--- src/rtl/mouse_tap_decoder.sv ---
// Receive-only PS/2 mouse front end: frame deserialiser, 3-byte packet assembly,
// clamped 640x480 cursor and one-hot hole taps on left-button press.
module mouse_tap_decoder #(
   parameter int unsigned FILT_LEN       = 8,
   parameter int unsigned TIMEOUT_CYCLES = 100000,
   parameter int unsigned X_MAX          = 639,
   parameter int unsigned Y_MAX          = 479,
   parameter int unsigned X_INIT         = 320,
   parameter int unsigned Y_INIT         = 240
) (
   input  logic       clk,
   input  logic       reset,
   input  logic       ps2_clk,
   input  logic       ps2_data,
   output logic [9:0] x,
   output logic [8:0] y,
   output logic       left,
   output logic       right,
   output logic       pkt_valid,
   output logic       click,
   output logic [7:0] tap,
   output logic       err
);

   localparam int unsigned FCW = $clog2(FILT_LEN + 1);
   localparam int unsigned TCW = $clog2(TIMEOUT_CYCLES + 1);
   localparam logic signed [10:0] XMaxS = 11'(X_MAX);
   localparam logic signed [10:0] YMaxS = 11'(Y_MAX);

   typedef enum logic [1:0] {StIdle, StData, StParity, StStop} frame_state_e;

   // ---------------------------------------------------------------------------
   // Input synchronisers and clock glitch filter
   // ---------------------------------------------------------------------------
   logic           clk_s1_q, clk_s2_q, dat_s1_q, dat_s2_q;
   logic           filt_q;
   logic [FCW-1:0] filt_cnt_q;
   logic           filt_flip, strobe;

   always_ff @(posedge clk) begin
      if (reset) begin
         clk_s1_q <= 1'b1;
         clk_s2_q <= 1'b1;
         dat_s1_q <= 1'b1;
         dat_s2_q <= 1'b1;
      end else begin
         clk_s1_q <= ps2_clk;
         clk_s2_q <= clk_s1_q;
         dat_s1_q <= ps2_data;
         dat_s2_q <= dat_s1_q;
      end
   end

   // Flip on the FILT_LEN-th consecutive sample that disagrees with the filtered level
   assign filt_flip = (clk_s2_q != filt_q) && (filt_cnt_q == FCW'(FILT_LEN - 1));
   assign strobe    = filt_flip && filt_q;

   always_ff @(posedge clk) begin
      if (reset) begin
         filt_q     <= 1'b1;
         filt_cnt_q <= '0;
      end else if (clk_s2_q == filt_q) begin
         filt_cnt_q <= '0;
      end else if (filt_flip) begin
         filt_q     <= ~filt_q;
         filt_cnt_q <= '0;
      end else begin
         filt_cnt_q <= filt_cnt_q + 1'b1;
      end
   end

   // ---------------------------------------------------------------------------
   // Frame FSM
   // ---------------------------------------------------------------------------
   frame_state_e   state_q, state_d;
   logic [7:0]     shift_q;
   logic [2:0]     bit_cnt_q;
   logic           par_q;
   logic [TCW-1:0] to_cnt_q;
   logic           timeout, frame_ok, frame_bad;

   assign timeout = (state_q != StIdle) && !strobe && (to_cnt_q == TCW'(TIMEOUT_CYCLES - 1));

   always_comb begin
      state_d   = state_q;
      frame_ok  = 1'b0;
      frame_bad = 1'b0;
      if (timeout) begin
         state_d   = StIdle;
         frame_bad = 1'b1;
      end else if (strobe) begin
         unique case (state_q)
            StIdle:   if (!dat_s2_q) state_d = StData;
            StData:   if (bit_cnt_q == 3'd7) state_d = StParity;
            StParity: state_d = StStop;
            StStop: begin
               state_d = StIdle;
               if (dat_s2_q && (^{shift_q, par_q})) frame_ok = 1'b1;
               else frame_bad = 1'b1;
            end
            default:  state_d = StIdle;
         endcase
      end
   end

   always_ff @(posedge clk) begin
      if (reset) begin
         state_q   <= StIdle;
         shift_q   <= '0;
         bit_cnt_q <= '0;
         par_q     <= 1'b0;
         to_cnt_q  <= '0;
      end else begin
         state_q <= state_d;
         if (strobe || state_q == StIdle) to_cnt_q <= '0;
         else to_cnt_q <= to_cnt_q + 1'b1;
         if (strobe) begin
            case (state_q)
               StIdle:   bit_cnt_q <= '0;
               StData: begin
                  shift_q   <= {dat_s2_q, shift_q[7:1]};
                  bit_cnt_q <= bit_cnt_q + 1'b1;
               end
               StParity: par_q <= dat_s2_q;
               default:  ;
            endcase
         end
      end
   end

   // Frame result registered once; packet logic acts on it the following cycle
   logic       byte_vld_q, frame_err_q;
   logic [7:0] byte_q;

   always_ff @(posedge clk) begin
      if (reset) begin
         byte_vld_q  <= 1'b0;
         frame_err_q <= 1'b0;
         byte_q      <= '0;
      end else begin
         byte_vld_q  <= frame_ok;
         frame_err_q <= frame_bad;
         if (frame_ok) byte_q <= shift_q;
      end
   end

   // ---------------------------------------------------------------------------
   // Packet assembly and cursor update
   // ---------------------------------------------------------------------------
   logic [1:0]         idx_q;
   logic [7:0]         b0_q, b1_q;
   logic signed [10:0] dx, dy, x_sum, y_sum;
   logic [9:0]         x_new;
   logic [8:0]         y_new;
   logic [1:0]         col;
   logic               row, click_new;
   logic [7:0]         tap_new;

   always_comb begin
      dx    = b0_q[6] ? 11'sd0 : {{3{b0_q[4]}}, b1_q};
      dy    = b0_q[7] ? 11'sd0 : {{3{b0_q[5]}}, byte_q};
      x_sum = $signed({1'b0, x}) + dx;
      y_sum = $signed({2'b00, y}) - dy;  // PS/2 +dy is up, screen y grows down

      if (x_sum < 11'sd0)      x_new = '0;
      else if (x_sum > XMaxS)  x_new = 10'(X_MAX);
      else                     x_new = x_sum[9:0];

      if (y_sum < 11'sd0)      y_new = '0;
      else if (y_sum > YMaxS)  y_new = 9'(Y_MAX);
      else                     y_new = y_sum[8:0];

      if (x_new < 10'd160)      col = 2'd0;
      else if (x_new < 10'd320) col = 2'd1;
      else if (x_new < 10'd480) col = 2'd2;
      else                      col = 2'd3;
      row = (y_new >= 9'd240);

      click_new = b0_q[0] & ~left;
      tap_new   = click_new ? (8'b1 << {row, col}) : 8'b0;
   end

   always_ff @(posedge clk) begin
      if (reset) begin
         x         <= 10'(X_INIT);
         y         <= 9'(Y_INIT);
         left      <= 1'b0;
         right     <= 1'b0;
         pkt_valid <= 1'b0;
         click     <= 1'b0;
         tap       <= '0;
         err       <= 1'b0;
         idx_q     <= '0;
         b0_q      <= '0;
         b1_q      <= '0;
      end else begin
         pkt_valid <= 1'b0;
         click     <= 1'b0;
         tap       <= '0;
         err       <= 1'b0;
         if (frame_err_q) begin
            err   <= 1'b1;
            idx_q <= '0;
         end else if (byte_vld_q) begin
            case (idx_q)
               2'd0: begin
                  // Bit 3 is always set in a header byte; anything else means we lost sync
                  if (byte_q[3]) begin
                     b0_q  <= byte_q;
                     idx_q <= 2'd1;
                  end else begin
                     err <= 1'b1;
                  end
               end
               2'd1: begin
                  b1_q  <= byte_q;
                  idx_q <= 2'd2;
               end
               default: begin
                  x         <= x_new;
                  y         <= y_new;
                  left      <= b0_q[0];
                  right     <= b0_q[1];
                  pkt_valid <= 1'b1;
                  click     <= click_new;
                  tap       <= tap_new;
                  idx_q     <= 2'd0;
               end
            endcase
         end
      end
   end

endmodule

--- config.mk ---
export PLATFORM = sky130hd
export DESIGN_NAME = mouse_tap_decoder
export DESIGN_NICKNAME = d
export VERILOG_FILES = /design/src/rtl/mouse_tap_decoder.sv
export SDC_FILE = /design/constraint.sdc
export NUM_CORES = 1
export LEC_CHECK = 0
export ABC_AREA = 1
export BUFFER_PORTS_ARGS = -buffer_cell sky130_fd_sc_hd__clkbuf_2
export CAP_MARGIN = 40
export CORE_MARGIN = 2
export CORE_UTILIZATION = 60
export CTS_BUF_LIST = sky130_fd_sc_hd__clkbuf_8 sky130_fd_sc_hd__clkbuf_16
export DETAILED_ROUTE_END_ITERATION = 16
export HOLD_SLACK_MARGIN = 0.05
export PLACE_DENSITY = 0.77
export RECOVER_POWER = 100
export SLEW_MARGIN = 20
export SYNTH_ARGS = -nofsm -noshare
export SYNTH_HDL_FRONTEND = slang
export SYNTH_SLANG_ARGS = --single-unit
--- constraint.sdc ---
create_clock -name clk -period 2.8 [get_ports clk]
set_input_delay 0.28 -clock clk [delete_from_list [all_inputs] [get_ports clk]]
set_output_delay 0.28 -clock clk [all_outputs]
set_load 0.005 [all_outputs]
==> flow_summary.ini, run 1 <==
[status]
outcome = completed

[critical_path]
cp.required_ps = 3050
cp-start-kind = flop
cp.arrival_ps = 2770
worstPathCellList = nor2_1 -> ha_1 -> fa_1 -> nand3_1 -> nand3_1 -> nand2_1 -> nand2_1 -> nor2_2 -> nand2_1 -> nand2_1 -> nand2_1 -> o21ai_1 -> nor2_1
path_class = flop to flop
reg2reg_setup_slack_ps = 280
crit_top_cell = nand2_1
cp_max_fo = 10
cp_slowest_stage_delay_ps = 470
cpMaxStageDelayCell = fa_1
end_kind = flop

[layout]
antenna_cells = 0
synthToLayoutAreaGrowth_pct = 8.51
instances_no_fill = 881
multi_input_area_mm2 = 0.00265
ff_latch_area_mm2 = 0.00196
final_nets = 805
num-fill-cells = 768
drive_above_1_share_pct = 6.31

[floorplanning]
core_area_mm2 = 0.00822
die_y_um = 95.9
ios = 36
initial_core_util_pct = 61.7
die_area_mm2 = 0.00921
die_w_um = 95.9
row_count = 33

[sta]
setup_tns_ps = 0
skew_ps = 9.44
worst_pin_slew_ps = 1310
fmax_mhz = 397
timing.final.ws_setup_ps = 284
drv_slew = 0
post-route-min-period_ps = 2520
hold_ws_ps = 99.7
fin_crit_sh_pct = 89.9
finalHoldViolCount = 0
setup_viol = 0
maxSlewHeadroom_pct = 12.9
rsz0062_at_grt = no

[placed_design]
dp_cells = 865
portBuffers = 35
pre_cts_ws_ps = 222
dp_hpwl_um = 8470
place.gp.congestion = 0.946

[synth]
synth_seq_cells = 98
synthArstFlopShare_pct = 0
synthFlopType = dfxtp_1
yosysWarnings = 0
yosys.cell_types.count = 43
avgSynthCellArea_um2 = 6.93
synth_edf_count = 0
synth-seq-area-share_pct = 38.7
synth_nets = 766
syn_inst = 732
synth_area_mm2 = 0.00507

[power]
leakage_uw = 0.00252
power_density_mw_per_mm2 = 410
irDropWorstVdd_mv = 0.340
total_power_uw = 2260

[cts]
cts_tree = done
clk_latency_ps = 360
clk_path_buf_depth = 2
root_buffer = clkbuf_8
path_clk_slew_ps = 100
cts_buffers = 9
cts_max_level = 3
clock_sinks = 98

[routing]
ant_nets = 0
wl_um = 11000
route.detailed.drc = 0
drt_pass1_iterations = 5
dr.first_iter.drc_count = 215
vias = 4677
wl_per_cell_um = 12.4
avgViaCountPerCell = 5.31

[global_routing]
grt_pass1_vias = 4314
grt_pass1_wl_um = 18400
antenna_found_initial = 0
grt_max_degree = 36
gr-usage-all-layers_pct = 25.1
grt_overflow = 0

[job]
maxCapViolCount = 0

[worst_hold_path]
hp-class = input pin to flop
-- Yosys cell counts (3+ instances only) --
master,count,share of area (%)
a21oi_1,47,4.6
xnor2_1,5,0.86
or2_2,8,0.99
nand3_1,43,4.2
a211oi_1,3,0.44
dfxtp_1,98,39
o22ai_1,3,0.37
o21ai_0,46,4.5
ha_1,28,6.9
xor2_1,11,1.9
clkbuf_1,9,0.67
nor3_1,13,1.3
nand2_1,163,12
nor2_1,102,7.5
nand4_1,10,1.2
inv_1,108,8.0
-- state kept, by name (all words and copies together), names as in the netlist, 2 cells and up --
signal	flops
to_cnt_q	17
x	10
y	9
b1_q	8
byte_q	8
shift_q	8
tap	8
b0_q	6
filt_cnt_q	4
bit_cnt_q	3
idx_q	2
state_q	2
-- cells in the final DEF, fill, tap and decap left out, types with 2 or more instances in the layout --
cell type	n
inv_6	3
clkbuf_1	28
nand3_1	42
ha_1	28
nor3b_1	2
nand2_1	163
clkinv_1	2
clkbuf_2	10
a21oi_2	2
nor3_1	13
o22ai_1	3
buf_4	2
fa_1	2
a21oi_1	47
dfxtp_1	97
nor2_1	101
inv_1	109
clkinv_2	2
nand3_2	2
o21bai_1	2
nand4_1	10
xnor2_1	5
o21ai_0	46
nor2_2	3
clkbuf_8	9
or2_2	8
a211oi_1	3
xor2_1	11
-- repair_timing --
| item | in CTS | in global routing |
|---|---|---|
| setup endpoints to repair | 0 | 9 |
| hold buffers | 0 | 0 |
| resized for setup | 0 | 7 |
| buffers inserted | 0 | 0 |
| endpoints found under the hold margin | 0 | 0 |
-- metal layers --
layer | up-vias | wire, µm | global-route usage (%)
li1 | 2418 | - | -
met1 | 2144 | 4960 | 30.6
met2 | 92 | 5310 | 44.5
met3 | 23 | 461 | 3.76
met4 | 0 | 223 | 9.64
met5 | - | 0 | 0
-- path summary, 6_finish.rpt --
kind,start,end,depth (start not counted)
worst min register to register,clk_s1_q,clk_s2_q,1
worst max-delay path,b0_q[6],tap[2],13
worst max register to register,b0_q[6],tap[2],13
worst min-delay path,ps2_data,dat_s1_q,2
-- cells by family (layout without fill, tap and decap cells) --
group | Yosys count | after routing | synth area share (%)
and+or+nand+nor | 351 | 351 | 29.2
buffers and inverters | 123 | 167 | 9.47
AOI/OAI and AO/OA | 114 | 114 | 12.2
DFF | 98 | 98 | 38.7
adders and majority gates | 30 | 30 | 7.70
xor gates and xnor gates | 16 | 16 | 2.76
-- per-stage QoR --
step	utilization [%]	area, µm²
6_report	67.0	5500
5_1_grt	67.0	5500
4_1_cts	67.3	5530
3_5_place_dp	65.1	5350
3_3_place_gp	65.1	5350
2_1_floorplan	-	5070
-- critical path, delay by kind of cell (launching register included) --
| kind | cells | cell delay (ps) |
|---|---|---|
| DFF | 1 | 430 |
| AOI/OAI and AO/OA | 1 | 190 |
| and+or+nand+nor | 10 | 1120 |
| adders and majority gates | 2 | 690 |
-- final cells by class --
type,instances,share of cell area [%]
well taps,105,2.39
flip-flops and latches,98,35.7
clock inverters,7,0.955
multi-input cells,511,48.1
inverters,111,7.57
repair buffers,40,3.09
clock buffers,9,2.25
-- report_power, final --
group          total, µW  leakage, µW  switching [µW]  internal [µW]
clock                836    0.0000904             505            331
sequential          1400     0.000791            1.71           1400
combinational       26.2      0.00164            19.6           6.67
total               2260      0.00252             526           1730
Note: power is estimated with default switching activity, not from simulation.
==> inputs of run 2 (changes only) <==
--- a/config.mk
+++ b/config.mk
@@ -14,7 +14,7 @@
 export DETAILED_ROUTE_END_ITERATION = 16
 export HOLD_SLACK_MARGIN = 0.05
 export PLACE_DENSITY = 0.77
-export RECOVER_POWER = 100
+export RECOVER_POWER = 50
 export SLEW_MARGIN = 20
 export SYNTH_ARGS = -nofsm -noshare
 export SYNTH_HDL_FRONTEND = slang
==> flow_summary.ini, run 2 (synthesis gave the netlist of run 1 again) <==
[layout]
synthToLayoutAreaGrowth_pct = 8.61
antenna_cells = 0
top_register = to_cnt_q
largestRegisters = to_cnt_q (17), x (10), y (9)
final_nets = 805
layout_common_cells = nand2_1, inv_1, nor2_1, dfxtp_1, a21oi_1
layout_commonest_cell = nand2_1
drive_above_1_share_pct = 6.44
instances_no_fill = 881
largest_reg_flops = 17
num-fill-cells = 767

[routing]
ant_nets = 0
vias = 4687
drt_pass1_iterations = 5
avgViaCountPerCell = 5.32
route.detailed.drc = 0
wl_per_cell_um = 12.4
wl_um = 11000
dr.first_iter.drc_count = 221

[critical_path]
reg2reg_setup_slack_ps = 290
cp_slowest_stage_delay_ps = 470
worstPathCellList = nor2_1 -> ha_1 -> fa_1 -> nand3_1 -> nand3_1 -> nand2_1 -> nand2_1 -> nor2_2 -> nand2_1 -> nand2_1 -> nand2_1 -> o21ai_1 -> nor2_1
r2r-start = b0_q[6]
cpMaxStageDelayCell = fa_1
cp_max_fo = 10
cp-start-kind = flop
crit_top_cell = nand2_1
cp.arrival_ps = 2770
path_class = flop to flop
reg2reg_to = tap[2]
r2r_cells = 13
end_kind = flop
cp.required_ps = 3050

[cts]
cts_tree = done
clk_path_buf_depth = 2
ctsResizeCount = 0
clock_sinks = 98
clk_latency_ps = 360
ctsHoldBuffers = 0
cts_buffers = 9
cts_max_level = 3
cts_setup_buffers = 0
path_clk_slew_ps = 100
root_buffer = clkbuf_8

[sta]
skew_ps = 9.60
drv_slew = 0
finalHoldViolCount = 0
setup_tns_ps = 0
maxSlewHeadroom_pct = 13.8
rsz0062_at_grt = no
fmax_mhz = 398
worst_pin_slew_ps = 1290
fin_crit_sh_pct = 89.8
hold_ws_ps = 100
post-route-min-period_ps = 2510
setup_viol = 0

[worst_hold_path]
hp-class = input pin to flop
hold_depth = 2
min_from = ps2_data
hold_end = dat_s1_q

[floorplanning]
ios = 36
die_area_mm2 = 0.00921
core_area_mm2 = 0.00822
die_y_um = 95.9
row_count = 33
initial_core_util_pct = 61.7
die_w_um = 95.9

[placed_design]
portBuffers = 35
dp_hpwl_um = 8470
dp_cells = 865
place.gp.congestion = 0.946

[global_routing]
grt_pass1_vias = 4314
grt_max_degree = 36
grt_pass1_wl_um = 18400
gr-usage-all-layers_pct = 25.1
antenna_found_initial = 0
grt_overflow = 0

[job]
maxCapViolCount = 0

[power]
power_density_mw_per_mm2 = 410
irDropWorstVdd_mv = 0.339
leakage_uw = 0.00252

[status]
outcome = completed
run 2: changes by cell type in the layout (fill, tap and decap cells not counted):
cell	previous run	this run
nand3_1	42	41
nand3_2	2	3
run 2: worst max-delay path: cells and delay by family (launching register included):
kind | cells | cell delay, ps
flip-flops | 1 | 430
adder cells (fa/ha/maj) | 2 | 690
AO/OA/AOI/OAI | 1 | 190
AND/OR/NAND/NOR | 10 | 1120
run 2: cell type report:
type                    instances  area [µm²]  area share (%)
repair buffers                 40         170            3.09
clock buffers                   9         124            2.25
flip-flops and latches         98        1960            35.6
inverters                     111         417            7.56
multi-input cells             511        2650            48.1
well taps                     105         131            2.38
clock inverters                 7        52.6           0.954
run 2: power breakdown:
group | switching (µW) | total (µW) | internal (µW)
Clock | 504 | 835 | 331
Combinational | 19.5 | 26.2 | 6.68
Sequential | 1.80 | 1400 | 1400
run 2: worst max-delay path by stage:
| stage | from | endpoint |
|---|---|---|
| detailed placement | b0_q[6] | tap[3] |
| global route | b0_q[6] | tap[3] |
| CTS | b0_q[6] | tap[3] |
| finish | b0_q[6] | tap[2] |
| floorplan | b0_q[6] | tap[2] |
| global placement | b0_q[6] | tap[3] |
run 2: metal layers:
metal  track usage [%]  share of wire (%)  up-vias
met4              9.64                2.0        0
met1              30.6                 45     2150
met2              44.5                 49       96
met5                 0                  0        -
met3              3.76                4.6       23
li1                  -                  -     2418
run 2: per-stage QoR:
step / power [µW] / instance area (µm²) / worst slack [ps] / utilization [%]
after floorplan: 1450 / 5070 / 570 / -
after global placement: 1460 / 5350 / 319 / 65.1
after detailed placement: 1460 / 5350 / 222 / 65.1
after CTS: 2270 / 5530 / 208 / 67.3
after global routing: 2330 / 5510 / 42.7 / 67.0
final: 2260 / 5510 / 285 / 67.0
==> inputs of run 3 (changes only) <==
--- a/config.mk
+++ b/config.mk
@@ -9,11 +9,11 @@
 export BUFFER_PORTS_ARGS = -buffer_cell sky130_fd_sc_hd__clkbuf_2
 export CAP_MARGIN = 40
 export CORE_MARGIN = 2
-export CORE_UTILIZATION = 60
+export CORE_UTILIZATION = 53
 export CTS_BUF_LIST = sky130_fd_sc_hd__clkbuf_8 sky130_fd_sc_hd__clkbuf_16
 export DETAILED_ROUTE_END_ITERATION = 16
 export HOLD_SLACK_MARGIN = 0.05
-export PLACE_DENSITY = 0.77
+export PLACE_DENSITY = 0.69
 export RECOVER_POWER = 50
 export SLEW_MARGIN = 20
 export SYNTH_ARGS = -nofsm -noshare
==> flow_summary.ini, run 3 (synthesis gave the netlist of run 1 again) <==
[layout]
layout_commonest_cell = nand2_1
antenna_cells = 0
largest_reg_flops = 17
largestRegisters = to_cnt_q (17), x (10), y (9)
layout_common_cells = nand2_1, inv_1, nor2_1, dfxtp_1, a21oi_1
top_register = to_cnt_q
final_nets = 805
drive_above_1_share_pct = 6.96
num-fill-cells = 908
synthToLayoutAreaGrowth_pct = 10.5

[sta]
post-route-min-period_ps = 2490
finalHoldViolCount = 0
skew_ps = 7.44
fin_crit_sh_pct = 89.1
maxSlewHeadroom_pct = 10.8
worst_pin_slew_ps = 1340
rsz0062_at_grt = no
setup_viol = 0
hold_ws_ps = 104
setup_tns_ps = 0
drv_slew = 0
fmax_mhz = 401

[critical_path]
cp_slowest_stage_delay_ps = 400
path_depth = 17
r2r_cells = 17
worstPathCellList = inv_1 -> nor2_1 -> ha_1 -> fa_1 -> inv_1 -> nand3_1 -> nand2_1 -> nand3_1 -> nand3_1 -> nand2_1 -> nand3_1 -> nand2_2 -> nor2_1 -> nand3_1 -> nand2_1 -> nand2_1 -> nor2_1
crit_top_cell = nand3_1
crit_start = byte_q[0]
end_kind = flop
reg2reg_to = tap[7]
cp_max_fo = 7
cpMaxStageDelayCell = fa_1
cp-start-kind = flop
critical_path_buf_inv_count = 2
cp.required_ps = 3100
endpoint = tap[7]
cp.arrival_ps = 2790
reg2reg_setup_slack_ps = 310
r2r-start = byte_q[0]
path_class = flop to flop
critPathTopFamily = simple AND/OR/NAND/NOR gates

[floorplanning]
die_area_mm2 = 0.0104
initial_core_util_pct = 54.6
die_w_um = 102
die_y_um = 102
core_area_mm2 = 0.00928
row_count = 35
ios = 36

[cts]
cts_buffers = 9
root_buffer = clkbuf_8
clk_path_buf_depth = 2
cts_tree = done
path_clk_slew_ps = 90
cts_max_level = 3
clk_latency_ps = 350
clock_sinks = 98

[status]
outcome = completed

[global_routing]
grt_max_degree = 36
grt_pass1_wl_um = 18800
antenna_found_initial = 0
gr-usage-all-layers_pct = 22.4
grt_overflow = 0
grt_pass1_vias = 4340

[power]
irDropWorstVdd_mv = 0.297
p_int_uw = 2040
p_comb_share_pct = 1.1
leakage_uw = 0.00258
clkPwrFrac_pct = 44.0
power_density_mw_per_mm2 = 454
p_sw_uw = 502
switching_share_pct = 19.7
pwr-share-seq_pct = 54.9

[routing]
wl_met1_um = 5100
dr.first_iter.drc_count = 217
wl_met2_um = 5400
ant_nets = 0
highest_layer = met4
route.detailed.drc = 0
wl_um = 11100
wl_per_cell_um = 12.3
wl_met3_um = 408
drt_pass1_iterations = 5
avgViaCountPerCell = 5.14
vias = 4651

[job]
maxCapViolCount = 0

[placed_design]
portBuffers = 35
place.gp.congestion = 0.966
dp_hpwl_um = 8530

[worst_hold_path]
hp-class = input pin to flop
## run 3: changes by cell type in the layout (fill, tap and decap cells not counted), moves of 2 or more
| cell | delta |
|---|---|
| bufinv_16 | +3 |
| clkbuf_2 | +7 |
| clkinv_2 | -2 |
| clkbuf_1 | -8 |
| nand3_2 | -2 |
| nand3_1 | +2 |
| clkbuf_8 | +2 |
| inv_6 | -3 |
## run 3: timing repair
item	4_1_cts	5_1_grt
hold endpoints to repair	0	0
setup endpoints to repair	0	7
buffers inserted	0	0
hold buffers	0	0
gates resized for setup	0	3
## run 3: per-layer routing
layer / global-route usage, % / up-vias
li1: - / 2417
met4: 8.82 / 0
met5: 0 / -
met3: 3.15 / 22
met1: 28.2 / 2117
met2: 38.7 / 95
## run 3: how the worst min path moves through the flow
stage / endpoint / start / cells after the start / slack (ps)
2_1_floorplan: clk_s1_q / ps2_clk / 1 / 380
3_3_place_gp: dat_s2_q / dat_s1_q / 1 / 390
3_5_place_dp: dat_s2_q / dat_s1_q / 1 / 390
4_1_cts: clk_s1_q / ps2_clk / 2 / 90
5_1_grt: clk_s1_q / ps2_clk / 2 / 90
6_report: clk_s1_q / ps2_clk / 2 / 100
## run 3: metrics by stage
step	cells	cell area [µm²]	utilization, %	total power (µW)	worst slack, ps
2_1_floorplan	732	5070	-	1450	570
3_3_place_gp	888	5380	57.9	1460	311
3_5_place_dp	889	5380	58.0	1460	249
4_1_cts	905	5640	60.7	2570	241
5_1_grt	905	5610	60.4	2630	20.9
6_report	905	5610	60.4	2540	307
## run 3: cell type report
cell class	count	area (µm²)	area share, %
well taps	129	161	2.88
multi-input cells	511	2630	47.0
clock buffers	11	151	2.70
inverters	111	417	7.43
flip-flops and latches	98	1960	35.0
clock inverters	5	101	1.81
repair buffers	40	179	3.19
## run 3: power by group through the flow
stage | Combinational (µW) | Sequential (µW) | Clock [µW]
2_1_floorplan | 19.4 | 1430 | 0
4_1_cts | 29.0 | 1400 | 1150
3_5_place_dp | 29.1 | 1430 | 0
5_1_grt | 29.5 | 1400 | 1200
3_3_place_gp | 27.5 | 1430 | 0
6_report | 27.0 | 1400 | 1120
